==> src/rtl/uart_pkg.sv <==
// Shared types and helpers for the UART receive sequencer.
package uart_pkg;

  typedef enum logic [2:0] {
    IDLE,
    START,
    DATA,
    PARITY,
    STOP
  } rx_state_e;

  localparam int DEF_OVERSAMPLE = 16;
  localparam int DEF_DATA_BITS  = 8;
  localparam int MAX_DATA_BITS  = 9;

  function automatic int samp_cnt_width(input int oversample);
    return (oversample > 1) ? $clog2(oversample) : 1;
  endfunction

  function automatic int bit_cnt_width(input int data_bits);
    return $clog2(data_bits + 1);
  endfunction

  localparam int SAMP_CNT_W = samp_cnt_width(DEF_OVERSAMPLE);
  localparam int BIT_CNT_W  = bit_cnt_width(DEF_DATA_BITS);

  // Expected parity bit: even parity is the XOR of the data; odd inverts it.
  function automatic logic calc_parity(input logic [MAX_DATA_BITS-1:0] data, input logic odd);
    return (^data) ^ odd;
  endfunction

endpackage

==> src/rtl/uart_rx_sync.sv <==
// Two-flop synchronizer for the raw serial line; resets to the idle (high) level.
module uart_rx_sync (
  input  logic i_clk,
  input  logic i_reset,
  input  logic i_async,
  output logic o_sync
);

  logic meta_q, meta_d;
  logic sync_q, sync_d;

  always_comb begin
    meta_d = i_async;
    sync_d = meta_q;
  end

  always_ff @(posedge i_clk or posedge i_reset) begin
    if (i_reset) begin
      meta_q <= 1'b1;
      sync_q <= 1'b1;
    end else begin
      meta_q <= meta_d;
      sync_q <= sync_d;
    end
  end

  assign o_sync = sync_q;

endmodule

==> src/rtl/uart_rx_sequencer.sv <==
// UART receive sequencer: oversampled start validation, mid-bit sampling, valid/ready output.
// Optional parity stage compiled in with `define UART_RX_PARITY_EN.
module uart_rx_sequencer
  import uart_pkg::*;
#(
  parameter int OVERSAMPLE = 16,
  parameter int DATA_BITS  = 8,
  parameter int PARITY_ODD = 0
) (
  input  logic                 i_clk,
  input  logic                 i_reset,
  input  logic                 i_baud_tick,
  input  logic                 i_rx,
  input  logic                 i_ready,
  output logic [DATA_BITS-1:0] o_data,
  output logic                 o_valid,
  output logic                 o_parity_error,
  output logic                 o_frame_error,
  output logic                 o_overrun,
  output logic                 o_busy
);

  localparam int SW = samp_cnt_width(OVERSAMPLE);
  localparam int BW = bit_cnt_width(DATA_BITS);
  localparam logic [SW-1:0] SAMP_MID = SW'(OVERSAMPLE / 2 - 1);
  localparam logic [SW-1:0] SAMP_END = SW'(OVERSAMPLE - 1);
  localparam logic [BW-1:0] BIT_LAST = BW'(DATA_BITS - 1);

  if (OVERSAMPLE < 4 || (OVERSAMPLE % 2) != 0) begin : g_bad_oversample
    $error("OVERSAMPLE must be even and at least 4");
  end
  if (DATA_BITS < 5 || DATA_BITS > 9) begin : g_bad_data_bits
    $error("DATA_BITS must be in 5..9");
  end
  if (PARITY_ODD != 0 && PARITY_ODD != 1) begin : g_bad_parity_odd
    $error("PARITY_ODD must be 0 or 1");
  end

  logic rx;

  uart_rx_sync u_sync (
    .i_clk   (i_clk),
    .i_reset (i_reset),
    .i_async (i_rx),
    .o_sync  (rx)
  );

  rx_state_e            state_q, state_d;
  logic [SW-1:0]        samp_q, samp_d;
  logic [BW-1:0]        bit_q, bit_d;
  logic [DATA_BITS-1:0] shift_q, shift_d;
  logic [DATA_BITS-1:0] data_q, data_d;
  logic                 valid_q, valid_d;
  logic                 fe_q, fe_d;
  logic                 ov_q, ov_d;
  logic                 frame_done;
`ifdef UART_RX_PARITY_EN
  logic                 par_err_q, par_err_d;
  logic                 pe_q, pe_d;
`endif

  always_comb begin
    state_d    = state_q;
    samp_d     = samp_q;
    bit_d      = bit_q;
    shift_d    = shift_q;
    data_d     = data_q;
    valid_d    = valid_q & ~i_ready;
    fe_d       = 1'b0;
    ov_d       = 1'b0;
    frame_done = 1'b0;
`ifdef UART_RX_PARITY_EN
    par_err_d  = par_err_q;
    pe_d       = pe_q;
`endif

    if (i_baud_tick) begin
      case (state_q)
        IDLE: begin
          if (!rx) begin
            state_d = START;
            samp_d  = '0;
          end
        end
        START: begin
          // A start bit that is high again at its midpoint was only a glitch.
          if (samp_q == SAMP_MID) begin
            samp_d  = '0;
            bit_d   = '0;
            state_d = rx ? IDLE : DATA;
          end else begin
            samp_d = samp_q + 1'b1;
          end
        end
        DATA: begin
          if (samp_q == SAMP_END) begin
            shift_d = {rx, shift_q[DATA_BITS-1:1]};
            samp_d  = '0;
            bit_d   = bit_q + 1'b1;
            if (bit_q == BIT_LAST) begin
`ifdef UART_RX_PARITY_EN
              state_d = PARITY;
`else
              state_d = STOP;
`endif
            end
          end else begin
            samp_d = samp_q + 1'b1;
          end
        end
`ifdef UART_RX_PARITY_EN
        PARITY: begin
          if (samp_q == SAMP_END) begin
            par_err_d = rx != calc_parity(MAX_DATA_BITS'(shift_q), PARITY_ODD[0]);
            samp_d    = '0;
            state_d   = STOP;
          end else begin
            samp_d = samp_q + 1'b1;
          end
        end
`endif
        STOP: begin
          // Returning to IDLE at the stop midpoint lets a back-to-back start edge be seen.
          if (samp_q == SAMP_END) begin
            samp_d     = '0;
            state_d    = IDLE;
            frame_done = rx;
            fe_d       = ~rx;
          end else begin
            samp_d = samp_q + 1'b1;
          end
        end
        default: state_d = IDLE;
      endcase
    end

    if (frame_done) begin
      if (!valid_q || i_ready) begin
        data_d  = shift_q;
        valid_d = 1'b1;
`ifdef UART_RX_PARITY_EN
        pe_d    = par_err_q;
`endif
      end else begin
        ov_d = 1'b1;
      end
    end
  end

  always_ff @(posedge i_clk or posedge i_reset) begin
    if (i_reset) begin
      state_q   <= IDLE;
      samp_q    <= '0;
      bit_q     <= '0;
      shift_q   <= '0;
      data_q    <= '0;
      valid_q   <= 1'b0;
      fe_q      <= 1'b0;
      ov_q      <= 1'b0;
`ifdef UART_RX_PARITY_EN
      par_err_q <= 1'b0;
      pe_q      <= 1'b0;
`endif
    end else begin
      state_q   <= state_d;
      samp_q    <= samp_d;
      bit_q     <= bit_d;
      shift_q   <= shift_d;
      data_q    <= data_d;
      valid_q   <= valid_d;
      fe_q      <= fe_d;
      ov_q      <= ov_d;
`ifdef UART_RX_PARITY_EN
      par_err_q <= par_err_d;
      pe_q      <= pe_d;
`endif
    end
  end

  assign o_data        = data_q;
  assign o_valid       = valid_q;
  assign o_frame_error = fe_q;
  assign o_overrun     = ov_q;
  assign o_busy        = (state_q != IDLE);
`ifdef UART_RX_PARITY_EN
  assign o_parity_error = pe_q;
`else
  assign o_parity_error = 1'b0;
`endif

endmodule

==> config.mk <==
export PLATFORM = sky130hd
export DESIGN_NAME = uart_rx_sequencer
export DESIGN_NICKNAME = d
export VERILOG_FILES = /design/src/rtl/uart_pkg.sv /design/src/rtl/uart_rx_sync.sv /design/src/rtl/uart_rx_sequencer.sv
export SDC_FILE = /design/constraint.sdc
export NUM_CORES = 1
export LEC_CHECK = 0
export CORE_ASPECT_RATIO = 1.25
export CORE_UTILIZATION = 45
export CTS_BUF_LIST = sky130_fd_sc_hd__clkbuf_4 sky130_fd_sc_hd__clkbuf_8
export DETAILED_ROUTE_END_ITERATION = 6
export PLACE_DENSITY = 0.69
export SLEW_MARGIN = 20
export SYNTH_ARGS = -nofsm -noshare
export SYNTH_HDL_FRONTEND = slang
export SYNTH_SLANG_ARGS = --single-unit
==> constraint.sdc <==
create_clock -name i_clk -period 2.1 [get_ports i_clk]
set_clock_uncertainty 0.1 [all_clocks]
set_input_delay 0.42 -clock i_clk [delete_from_list [all_inputs] [get_ports i_clk]]
set_output_delay 0.42 -clock i_clk [all_outputs]
set_load 0.02 [all_outputs]
=== After elaboration in Yosys (flattened, before gate mapping) ===
Index checks and enable logic that the tools add are counted.

* Bits of input ports: 5
* Logic and storage cells: 62
* Output and inout port bits: 13
* Bits in registers: 32

* Reduce and logical (&&, ||, !) cells: 12
* Add/subtract/negate cells: 2
* Bitwise operators: 3
* Eq/ne operators: 11
* Mux-type cells: 24

{| class="wikitable"
|+ Operators with widths
! kind !! count
|-
| $mux 4 || 5
|-
| $mux 3 || 5
|-
| $pmux 3 s4 || 1
|-
| $pmux 4 s3 || 1
|-
| $mux 1 || 10
|-
| $ne 2x2->1 const B || 5
|-
| $add 4x1->4 const B || 2
|-
| $eq 4x3->1 const B || 2
|-
| $pmux 4 s2 || 1
|-
| $reduce_and 3->1 || 2
|-
| $reduce_and 6->1 || 1
|-
| $reduce_bool 3->1 || 2
|-
| $eq 4x4->1 const B || 1
|-
| $reduce_and 4->1 || 1
|-
| $eq 3x1->1 const B || 1
|-
| $eq 3x2->1 const B || 1
|-
| $eq 3x3->1 const B || 1
|-
| $logic_not 3->1 || 1
|-
| $mux 2 || 1
|-
| $not 1->1 || 2
|-
| $reduce_and 2->1 || 1
|-
| $reduce_bool 2->1 || 1
|-
| $reduce_or 2->1 || 1
|-
| $and 1x1->1 || 1
|-
| 2 further kinds || 2
|}

=== Logic depth before layout (Yosys ltp) ===
* Word-level depth: 5
* Mapped depth: 6
* Mapped depth without buffers: 5

=== By module ===
From an unflattened synthesis, not the netlist that was laid out.

* Cell total of the unflattened synthesis: 131
* Area total of the unflattened synthesis: 1569.0 sq um

{| class="wikitable"
|+ Modules (own cells, without submodules)
! module !! sequential area each (sq um) !! times used !! cells an instance !! area an instance (sq um)
|-
| uart_rx_sequencer || 750.7 || 1 || 128 || 1512.7
|-
| uart_rx_sync || 52.6 || 1 || 3 || 56.3
|}

=== Least setup slack after synthesis ===
OpenSTA, ideal clock, no wires.

* Path kind: reg-to-reg
* Start point: register state_q[0]
* End point: register state_q[1]
* Clock period less this slack: 1.662 ns
* Setup time: 0.125 ns
* Arrival time: 1.437 ns
* Slack: 0.438 ns
* Required time: 1.875 ns
* Buffers on the path: 1
* Stages on the path, launching flop included: 6
* Path through: dfrtp_1 -> buf_2 -> or3b_4 -> nand2b_4 -> nand3_1 -> mux2_2

* Cells in the longest elaborated chain, start to end: 3
* Elaborated cells on any way between the ends: 11
* Classes of those cells: eq/ne (8); mux (1); reduce/logical (2)

{| class="wikitable"
|+ RTL lines
! element !! RTL line !! text
|-
| from (decl) || uart_rx_sequencer.sv:48 || <nowiki>rx_state_e state_q, state_d;</nowiki>
|-
| from (signal assigned) || uart_rx_sequencer.sv:165 || <nowiki>state_q <= state_d;</nowiki>
|-
| $eq 3x2->1, or another cell as far along || uart_rx_sequencer.sv:78 || <nowiki>case (state_q)</nowiki>
|-
| $ne 2x2->1 (no source line) || n/a ||
|-
| $reduce_and 6->1 (no source line) || n/a ||
|}

Parallel ways exist; a longest one is shown, timed or not.
A chain may end at the register's enable or synchronous reset.

=== Worst setup path in the final report ===
* Start point: register state_q[1]
* End point: register state_q[1]

The elaborated chain is that of the path after synthesis.

==> run_results.csv <==
group,metric,value,unit
status,status,"completed",
global_route,grt_usage,18.36,%
routing,drtIter0Drc,36,
global_route,antenna_found_initial,0,
global_route,globalRouteMet2Util,28.61,%
sta,hold_viol,0,
floorplan,fp-row-count,23,
layout,syn_to_final_growth,20.45,%
placed_design,gp_congestion,0.7870,
power,ir_drop,1.016,mV
worst_setup_path,r2r-end,"state_q[1]",
synth,synth_edf_count,0,
routing,drt_pass1_iterations,4,
worst_setup_path,crit_type,"flip-flop to flip-flop",
floorplan,die_area,3722,µm²
worst_setup_path,r2r-start,"state_q[1]",
layout,utilization,58.02,%
worst_setup_path,cp_data_required_time,2.18,ns
power,powerDensity,942.3,nW/µm²
sta,rsz0062_at_grt,"false",
min_path,hp-class,"flip-flop to flip-flop",
layout,final_cell_mix,"dfrtp_1, mux2_2, clkdlybuf4s50_1",
worst_setup_path,r2r_cells,5,
routing,routedWlPerCell,14.83,µm
sta,setup_viol,0,
routing,vias,1091,
global_route,grt_use_met1,21.72,%
layout,num_antenna_cells,0,
worst_setup_path,crit_path_end,"state_q[1]",
sta,fin_setup_tns,0,ns
clock_tree,clkLatencyLatePin,0.29,ns
sta,min_period,1.834,ns
power,clock_power_share,30.6,%
power,intPower,0.001204,W
layout,design.final.nets,163,
power,combinationalPowerShare,29.3,%
synth,yosysTopAreaCell,"dfrtp_1",
global_route,use_met3,6.000,%
clock_tree,clock_path_buffers,2,
synth,synth_area_per_cell,11.78,µm²
power,switching_share,32.27,%
synth,ys_ff_latch,32,
placed_design,dp_hpwl,2039,µm
global_route,busiest_layer,"met2",
worst_setup_path,r2r_slack,0.27,ns
worst_setup_path,critical_path.max_fanout,18,
routing,ant_nets,0,
clock_tree,clk_pin_slew,0.07,ns
routing,vias_per_cell,5.624,
sta,slew_viol_final,0,
worst_setup_path,crit_path_end_kind,"flip-flop",
routing,routed_wl,2877,µm
floorplan,die_width,54.77,µm
placed_design,numPortBuffers,16,
clock_tree,post-cts-setup-buffer-count,0,
clock_tree,cts.sinks,32,
clock_tree,cts_tree,"done",
synth,synth.distinct_cells,40,
floorplan,die_y,67.97,µm
global_route,grt_overflow,0,
worst_setup_path,arrival,1.91,ns
run,maxCapViolations,0,
synth,synth_nets,140,
layout,drive_above_1_share,26.11,%
synth,ys_seq_area_share,51.28,%
worst_setup_path,crit_path_start,"state_q[1]",
floorplan,core_area,3252,µm²
synth,synth.area.top_cells,"dfrtp_1, mux2_2, dfstp_2, o21ai_0, nand2_1",
global_route,grt_pass1_vias,1022,
synth,async_flop_share,100.0,%
synth,syn_area,1567,µm²
sta,fin_crit_sh,87.33,%
global_route,grt_max_degree,19,
sta,fmax,545.3,MHz
power,power_frac_seq,40.1,%
synth,synthCells,133,
clock_tree,numCtsBuffers,5,
global_route,grt_first_pass_wirelength,4623,µm
synth,yosysWarnings,0,
power,power.switching,0.0005738,W
clock_tree,clock_tree.root_cell,"clkbuf_8",
synth,synth_top_area_share,47.92,%
power,p_leak,0.9178,nW
synth,synthFlopType,"dfrtp_1",
routing,drc_errors,0,
worst_setup_path,start_kind,"flip-flop",
layout,final_common_cell,"dfrtp_1",
floorplan,initial_core_util,48.17,%
floorplan,io_pins,18,
clock_tree,htreeDepth,2,
-- flip-flops by register name (all words and copies together) (netlist names) --
| signal | count |
|---|---|
| bit_q | 4 |
| o_data | 8 |
| o_frame_error | 1 |
| o_overrun | 1 |
| o_valid | 1 |
| samp_q | 4 |
| shift_q | 8 |
| state_q | 3 |
| u_sync.meta_q | 1 |
| u_sync.o_sync | 1 |
-- per-layer routing --
| metal | vias to the layer above | wire length (µm) |
|---|---|---|
| met4 | 0 | 61 |
| met3 | 6 | 123 |
| met1 | 545 | 1241 |
| met5 | - | 0 |
| met2 | 26 | 1450 |
| li1 | 514 | - |
-- power groups by stage --
stage / sequential (W) / clock (W) / combinational, W
floorplan: 0.000702 / 0 / 0.000416
global placement: 0.000713 / 0 / 0.000496
detailed placement: 0.000715 / 0 / 0.000516
CTS: 0.000710 / 0.000560 / 0.000516
global route: 0.000717 / 0.000589 / 0.000566
finish: 0.000713 / 0.000545 / 0.000520
-- kinds of logic after synthesis --
kind of cell | after synthesis | share of synthesized area, %
AOI/OAI and AO/OA | 25 | 10.78
xor gates and xnor gates | 3 | 1.678
adders and majority gates | 2 | 1.597
buffers and inverters | 11 | 3.914
DFF | 32 | 51.28
muxes | 20 | 14.30
other | 1 | 0.2394
and+or+nand+nor | 39 | 16.22
-- worst max-delay path, cell delays in order (launching register included) --
cell	delay (ns)
dfrtp_1	0.38
buf_4	0.23
or3b_4	0.45
nand2b_4	0.15
nand3_1	0.08
mux2_2	0.33
-- synthesized netlist by cell type, drive strengths merged, types with 2 or more instances --
| cell | count |
|---|---|
| nor3 | 2 |
| mux2 | 19 |
| a22o | 2 |
| nand2b | 4 |
| o21ai | 11 |
| o2bb2ai | 2 |
| o21a | 2 |
| nand3 | 5 |
| a21boi | 2 |
| ha | 2 |
| clkbuf | 2 |
| xor2 | 3 |
| dfrtp | 30 |
| a31oi | 2 |
| nand2 | 9 |
| buf | 4 |
| dfstp | 2 |
| nand3b | 4 |
| inv | 5 |
| and3 | 3 |
| nor2 | 6 |
-- cell type report --
cell class	instances	area, µm²
clock buffer	8	103.9
fill	281	1365
inverter	5	18.77
multi-input combinational	90	706.9
sequential	32	803.3
tap	37	46.29
timing repair buffer	22	207.7
-- metrics by stage --
stage          instance area [µm²]  instances  setup slack (ns)  hold slack [ns]  total power (W)
2_1_floorplan                 1567        133            0.4385           0.2452         0.001117
3_3_place_gp                  1775        186           0.05551           0.2490         0.001209
3_5_place_dp                  1775        186           0.03619           0.2495         0.001231
4_1_cts                       1884        194           0.02593           0.2624         0.001786
5_1_grt                       1887        194            0.1830           0.2685         0.001872
6_report                      1887        194            0.2662           0.2559         0.001778
-- worst min-delay path by stage --
stage / startpoint / end / slack, ns / cells after the start
6_report: u_sync.meta_q / u_sync.o_sync / 0.26 / 0
5_1_grt: u_sync.meta_q / u_sync.o_sync / 0.27 / 0
4_1_cts: u_sync.meta_q / u_sync.o_sync / 0.26 / 0
3_5_place_dp: u_sync.meta_q / u_sync.o_sync / 0.25 / 0
3_3_place_gp: u_sync.meta_q / u_sync.o_sync / 0.25 / 0
2_1_floorplan: u_sync.meta_q / u_sync.o_sync / 0.25 / 0
-- timing repair --
item                                    CTS  global route
hold buffers                              0             0
hold endpoints to repair                  0             0
endpoints found under the setup margin    1             1
resized for setup                         1             1
cloned                                    0             0
Power figures use the tool's default switching activity.
